`src/rtl/stat_pipe_core.sv`:
```
// rtl/stat_pipe_core.sv - pipelined layers of mixed 4-input gates with valid/ready flow control and an output MISR
module stat_pipe_core #(
    parameter int             W      = 32,
    parameter int             STAGES = 3,
    parameter logic [W-1:0]   POLY   = W'(32'h04C11DB7)
) (
    input  logic         clk,
    input  logic         rst,
    input  logic         in_valid,
    output logic         in_ready,
    input  logic [W-1:0] in_data,
    output logic         out_valid,
    input  logic         out_ready,
    output logic [W-1:0] out_data,
    input  logic         sig_clr,
    output logic [W-1:0] sig,
    output logic [15:0]  xfer_cnt
);

    // Bit i of layer s uses taps i, i+1, i+3, i+7 (mod W); gate type rotates with i+s.
    function automatic logic [W-1:0] layer(input logic [W-1:0] d, input int s);
        logic [W-1:0] y;
        logic a, b, c, e;
        y = '0;
        for (int i = 0; i < W; i++) begin
            a = d[i];
            b = d[(i + 1) % W];
            c = d[(i + 3) % W];
            e = d[(i + 7) % W];
            case ((i + s) % 6)
                0:       y[i] = a & b & c & e;
                1:       y[i] = ~(a & b & c & e);
                2:       y[i] = a | b | c | e;
                3:       y[i] = ~(a | b | c | e);
                4:       y[i] = a ^ b ^ c ^ e;
                default: y[i] = ~(a ^ b ^ c ^ e);
            endcase
        end
        return y;
    endfunction

    logic [W-1:0]    dat  [1:STAGES];
    logic [W-1:0]    nxt  [1:STAGES];
    logic [STAGES:1] v;
    logic [STAGES:1] vprev;
    logic [STAGES:1] adv;
    logic            xfer;

    // A stage may advance when anything downstream of it (or the sink) can take a word.
    always_comb begin
        logic free;
        free = out_ready;
        for (int s = STAGES; s >= 1; s--) begin
            free   = free | ~v[s];
            adv[s] = free;
        end
    end

    always_comb begin
        nxt[1]   = layer(in_data, 1);
        vprev[1] = in_valid;
        for (int s = 2; s <= STAGES; s++) begin
            nxt[s]   = layer(dat[s-1], s);
            vprev[s] = v[s-1];
        end
    end

    always_ff @(posedge clk or posedge rst) begin
        if (rst) begin
            v <= '0;
            for (int s = 1; s <= STAGES; s++) dat[s] <= '0;
        end else begin
            for (int s = 1; s <= STAGES; s++) begin
                if (adv[s]) begin
                    dat[s] <= nxt[s];
                    v[s]   <= vprev[s];
                end
            end
        end
    end

    assign in_ready  = ~rst & adv[1];
    assign out_valid = v[STAGES];
    assign out_data  = dat[STAGES];
    assign xfer      = out_valid & out_ready;

    // A clear wins over a coincident transfer; the word still leaves the pipe.
    always_ff @(posedge clk or posedge rst) begin
        if (rst) begin
            sig      <= '0;
            xfer_cnt <= '0;
        end else if (sig_clr) begin
            sig      <= '0;
            xfer_cnt <= '0;
        end else if (xfer) begin
            sig      <= {sig[W-2:0], 1'b0} ^ (sig[W-1] ? POLY : '0) ^ out_data;
            xfer_cnt <= xfer_cnt + 16'd1;
        end
    end

endmodule
```
`config.mk`:
```
export PLATFORM = sky130hd
export DESIGN_NAME = stat_pipe_core
export DESIGN_NICKNAME = d
export VERILOG_FILES = /design/src/rtl/stat_pipe_core.sv
export SDC_FILE = /design/constraint.sdc
export NUM_CORES = 1
export LEC_CHECK = 0
export CAP_MARGIN = 20
export CORE_MARGIN = 1.5
export CORE_UTILIZATION = 50
export CTS_CLUSTER_DIAMETER = 40
export DETAILED_ROUTE_END_ITERATION = 7
export PLACE_DENSITY_LB_ADDON = 0.08
export SLEW_MARGIN = 5
export SYNTH_ARGS = -nofsm -noshare
export SYNTH_HDL_FRONTEND = slang
export SYNTH_SLANG_ARGS = --single-unit
```
`constraint.sdc`:
```
create_clock -name clk -period 11.3 [get_ports clk]
set_clock_uncertainty 0.05 [all_clocks]
set_input_delay 1.695 -clock clk [delete_from_list [all_inputs] [get_ports clk]]
set_output_delay 1.695 -clock clk [all_outputs]
set_load 0.01 [all_outputs]
```
==> results of run 1 <==
[worst max-delay path, delay by kind of cell]
kind | cells | cell delay, ns
AND/OR/NAND/NOR | 3 | 1.16
buffers and inverters | 3 | 1.30
[how the worst max path moves through the flow]
| stage | endpoint | depth (start not counted) | slack, ns | start |
|---|---|---|---|---|
| 2_1_floorplan | dat[32] | 1 | 5.60 | rst |
| 3_3_place_gp | in_ready | 6 | 5.39 | out_ready |
| 3_5_place_dp | in_ready | 6 | 5.37 | out_ready |
| 4_1_cts | in_ready | 6 | 5.36 | out_ready |
| 5_1_grt | in_ready | 6 | 5.13 | out_ready |
| 6_report | in_ready | 6 | 5.38 | out_ready |
[stage by stage]
| step | std cells | hold slack, ns | power (uW) | setup WS (ns) |
|---|---|---|---|---|
| 6_report | 1045 | 0.434 | 1720 | 5.38 |
| 4_1_cts | 1045 | 0.436 | 1730 | 5.36 |
| 3_3_place_gp | 1015 | 0.418 | 1180 | 5.39 |
| 2_1_floorplan | 785 | 0.399 | 1050 | 5.60 |
| 3_5_place_dp | 1015 | 0.435 | 1190 | 5.37 |
| 5_1_grt | 1045 | 0.458 | 1800 | 5.13 |
[registers in the layout, summed over array words and instances (netlist names)]
signal and cells:
out_data 32, dat 64, v 3, sig 32, xfer_cnt 16
[kinds of logic after synthesis]
logic type	synth area share, %
buffers and inverters	5.80
AOI/OAI and AO/OA	8.65
DFF	49.5
muxes	0.303
and+or+nand+nor	18.2
xor gates and xnor gates	17.4
adders and majority gates	0.168
[area by class of cell]
class                      count  area (sq um)  share of cell area [%]
timing repair buffer         121          1200                    13.3
multi-input combinational    559          3330                    36.8
clock inverter                 5          75.1                   0.831
tap                          184           230                    2.55
inverter                       4          20.0                   0.222
clock buffer                  25           495                    5.49
sequential                   147          3680                    40.7
[power by group through the flow]
stage               registers, uW  logic [uW]  clock network (uW)
floorplan                     689         360                   0
global placement              733         445                   0
detailed placement            737         453                   0
CTS                           728         456                 551
global route                  740         493                 572
finish                        729         449                 543
[cells in the final DEF (no fill, tap or decap), types with 18 or more instances in the layout]
master / instances
dfrtp_1: 147
xnor2_1: 131
clkdlybuf4s50_1: 118
nor2_1: 102
nand2_1: 92
o21ai_0: 62
a21oi_1: 38
nand4_1: 36
a211oi_1: 19
nor4_1: 18
[per-layer routing]
layer	track usage, %	wire [um]	up-vias	part of all wire, %
met5	0	0	-	0
met4	9.29	430	0	2.5
met3	4.24	789	29	4.6
met2	35.6	7880	175	46
met1	29.4	7880	2660	46
li1	-	-	2761	-
==> impl_metrics.toml, run 1 <==
[outcome]
status = "complete, no violations"

[die]
coreArea_sq_um = 14500
ioPinCount = 119
die_w_um = 125
die_area_sq_um = 15600
die_h_um = 125
initial_core_util_pct = 51.2
placementRows = 44

[logic_synthesis]
synthCells = 785
synth_edf_count = 0
ys_ff_latch = 147
ys_seq_area_share_pct = 49.5
syn_area_sq_um = 7440
post_synth_num_cell_types = 33
synth.net_count = 823
avgSynthCellArea_sq_um = 9.47
async_flop_share_pct = 100
synth-main-ff-cell = "dfrtp_1"
synth_common_cells = "dfrtp_1, xnor2_1, nor2_1, nand2_1, o21ai_0"
yosysTopAreaCellShare_pct = 49.5
synth_area_leaders = "dfrtp_1, xnor2_1, nor2_1"
synth_most_common_cell = "dfrtp_1"
yosys_warnings = 0
synth_top_area_cell = "dfrtp_1"

[layout]
n_fill_cell = 1251
num_antenna_cells = 0
finalInstanceArea_sq_um = 9030
final_util_pct = 62.1
areaGrowthSynthToFinish_pct = 21.4
drive_gt1_share_pct = 4.53
nNetsFinal = 888

[worst_setup_path]
r2r_end = "dat[80]"
critical_path_class = "primary input to output port"
rr_worst_depth = 4
cp_cell_sequence = "clkdlybuf4s50_1 -> and3b_2 -> and2_1 -> buf_4 -> nor2_1 -> clkdlybuf4s50_1"
path_max_fanout = 62
crit_required_ns = 9.56
slowest_delay_ns = 0.86
crit_arrival_ns = 4.17
start_kind = "primary input"
cpMostUsedCell = "clkdlybuf4s50_1"
r2r_start = "v[3]"
ff2ff_setup_slack_ns = 8.74
cpMaxStageDelayCell = "and3b_2"
endpoint_kind = "output port"

[power_and_ir_drop]
power.density_nw_per_um2 = 191
comb_power_share_pct = 26.1
p_int_uw = 1210
power.leakage_uw = 0.00338
seq_power_share_pct = 42.3
peakVddDrop_uv = 103
switching_share_pct = 29.9
p_switching_uw = 514
clkPwrFrac_pct = 31.5

[drt]
vias = 5625
drt_iter0_drc = 364
wl_per_cell_um = 16.2
routed_via_density = 5.38
drc = 0
drt_wl_total_um = 17000
dr.pass1.iters = 6
antenna_left = 0

[cts]
cts_max_path_buffers = 2
ctsResizeCount = 0
clk_latency_ns = 0.42
clkSinkCount = 147
cts_made_buffers = 17
cts_tree = "done"
post_cts_buffers = 0
hold_buffers = 0
path_clk_slew_ns = 0.05
cts_max_level = 4
clock-root-buffer = "clkbuf_16"

[grt]
grt-ovfl-total = 0
first_global_vias = 5631
grt_max_degree = 79
grt_use_total_pct = 22.1
antenna_found_initial = 0
grt_pass1_wl_um = 27900

[sta]
finalCriticalPeriod_ns = 5.92
final.setup.tns_ns = 0
period_share_pct = 52.4
tightest_slew_ns = 0.980
hold_violations = 0
rsz0062_at_grt = "no"
slew_violations = 0
relSlewSlack_pct = 34.7
setup_viol = 0
fmax_ghz = 0.169

[placement]
io_buffers = 118
placed_area_sq_um = 8460
gp_congestion = 0.798
dp_hpwl_um = 12600

[worst_hold_path]
min_from = "v[2]"
hold_path_class = "register to register"
hold_path_depth = 1
min_to = "v[3]"

[flow_run]
cap_violations = 0
Power figures use the tool's default switching activity.
==> inputs of run 2 (changes only) <==
==> constraint.sdc (replaced) <==
create_clock -name clk -period 5.8 [get_ports clk]
set_clock_uncertainty 0.05 [all_clocks]
set_input_delay 0.87 -clock clk [delete_from_list [all_inputs] [get_ports clk]]
set_output_delay 0.87 -clock clk [all_outputs]
set_load 0.01 [all_outputs]
==> run 2 against run 1 <==
Net effect:
- register-to-register slack worse by 5.2 ns
- critical path type unchanged
- die area unchanged
- via count about the same
- routed wire length down 0.64%
- design area is 0.43% higher
- highest routed layer unchanged
- worst setup slack worse by 3.6 ns
- cell count is 0.19% higher
==> impl_metrics.toml, run 2 (same netlist as run 1, synthesis figures left out) <==
[placement]
gp_congestion = 0.802
io_buffers = 118
placed_area_sq_um = 8470
dp_hpwl_um = 12300
dp.cells = 1016

[drt]
antenna_left = 0
vias = 5629
drt_iter0_drc = 453
wl_per_cell_um = 16.1
routed_via_density = 5.38
drt_wl_total_um = 16900
dr.pass1.iters = 4
drc = 0

[cts]
clk_latency_ns = 0.42
clock-root-buffer = "clkbuf_16"
cts_made_buffers = 17
post_cts_buffers = 0
path_clk_slew_ns = 0.06
hold_buffers = 0
cts_max_path_buffers = 2
cts_tree = "done"
ctsResizeCount = 0
cts_max_level = 4
clkSinkCount = 147

[sta]
fmax_ghz = 0.247
relSlewSlack_pct = 35.4
rsz0062_at_grt = "no"
finalCriticalPeriod_ns = 4.06
period_share_pct = 69.9
final.setup.tns_ns = 0
tightest_slew_ns = 0.969
setup_viol = 0
slew_violations = 0
hold_violations = 0

[worst_hold_path]
hold_path_depth = 1
hold_path_class = "register to register"
min_from = "v[2]"
min_to = "v[3]"

[layout]
top_register = "dat"
multi_input_area_sq_um = 3330
drive_gt1_share_pct = 4.75
finalInstanceArea_sq_um = 9070
area.sequential_sq_um = 3680
layout.cells.most_common = "dfrtp_1"
final_cell_mix = "dfrtp_1, xnor2_1, clkdlybuf4s50_1, nor2_1, nand2_1"
areaGrowthSynthToFinish_pct = 21.9
num_antenna_cells = 0
fin_cells = 1047
nNetsFinal = 889
n_fill_cell = 1231
largest_reg_flops = 64

[power_and_ir_drop]
peakVddDrop_uv = 232
power.density_nw_per_um2 = 375
power.leakage_uw = 0.00340
power_uw = 3400

[die]
die_h_um = 125
placementRows = 44
coreArea_sq_um = 14500
initial_core_util_pct = 51.2
die_w_um = 125
die_area_sq_um = 15600
ioPinCount = 119

[grt]
antenna_found_initial = 0
grt-ovfl-total = 0
grt_max_degree = 110
grt_pass1_wl_um = 28200
grt_use_total_pct = 22.4
first_global_vias = 5561

[outcome]
status = "complete, no violations"

[worst_setup_path]
critical_path_class = "primary input to output port"
path_max_fanout = 62
crit_arrival_ns = 3.14
r2r_start = "v[3]"
ff2ff_setup_slack_ns = 3.54
rr_worst_depth = 5
endpoint_kind = "output port"
crit_required_ns = 4.88
r2r_end = "dat[78]"
start_kind = "primary input"

[flow_run]
cap_violations = 0
## run 2: cell types whose count changed in the layout (fill, tap and decap cells not counted)
| cell | delta |
|---|---|
| buf_4 | +1 |
| clkinv_2 | -2 |
| clkbuf_8 | +3 |
## run 2: worst max path at each step
stage | endpoint | slack (ns) | depth (start not counted) | from
floorplan | dat[32] | 0.93 | 1 | rst
global placement | in_ready | 1.75 | 7 | out_ready
CTS | in_ready | 1.73 | 7 | out_ready
finish | in_ready | 1.74 | 7 | out_ready
detailed placement | in_ready | 1.74 | 7 | out_ready
global route | in_ready | 1.52 | 7 | out_ready
## run 2: worst max-delay path: stages
cell             delay, ns
clkdlybuf4s50_1       0.51
and3b_2               0.27
buf_4                 0.41
and2_1                0.20
buf_4                 0.31
nor2_1                0.07
clkdlybuf4s50_1       0.48
## run 2: routing by layer
layer | vias up | wire length [um] | track usage, %
met3 | 32 | 713 | 4.54
met5 | - | 0 | 0
met4 | 0 | 393 | 9.36
met2 | 165 | 7820 | 35.6
met1 | 2680 | 7940 | 30.2
li1 | 2752 | - | -
## run 2: cell type report
class	instances	area share, %
clock buffer	28	5.92
clock inverter	3	0.717
inverter	4	0.221
multi-input combinational	559	36.7
sequential	147	40.6
tap	184	2.54
timing repair buffer	122	13.4
## run 2: through the flow
| stage | worst slack (ns) | hold slack [ns] | utilization, % |
|---|---|---|---|
| 2_1_floorplan | 0.929 | 0.399 | - |
| 3_3_place_gp | 1.75 | 0.418 | 58.3 |
| 3_5_place_dp | 1.74 | 0.420 | 58.3 |
| 4_1_cts | 1.73 | 0.434 | 62.4 |
| 5_1_grt | 1.52 | 0.454 | 62.4 |
| 6_report | 1.74 | 0.432 | 62.4 |
## run 2: report_power, final
group / internal (uW) / switching [uW]
Sequential: 1180 / 238
Clock: 711 / 393
Combinational: 497 / 378
Total: 2390 / 1010
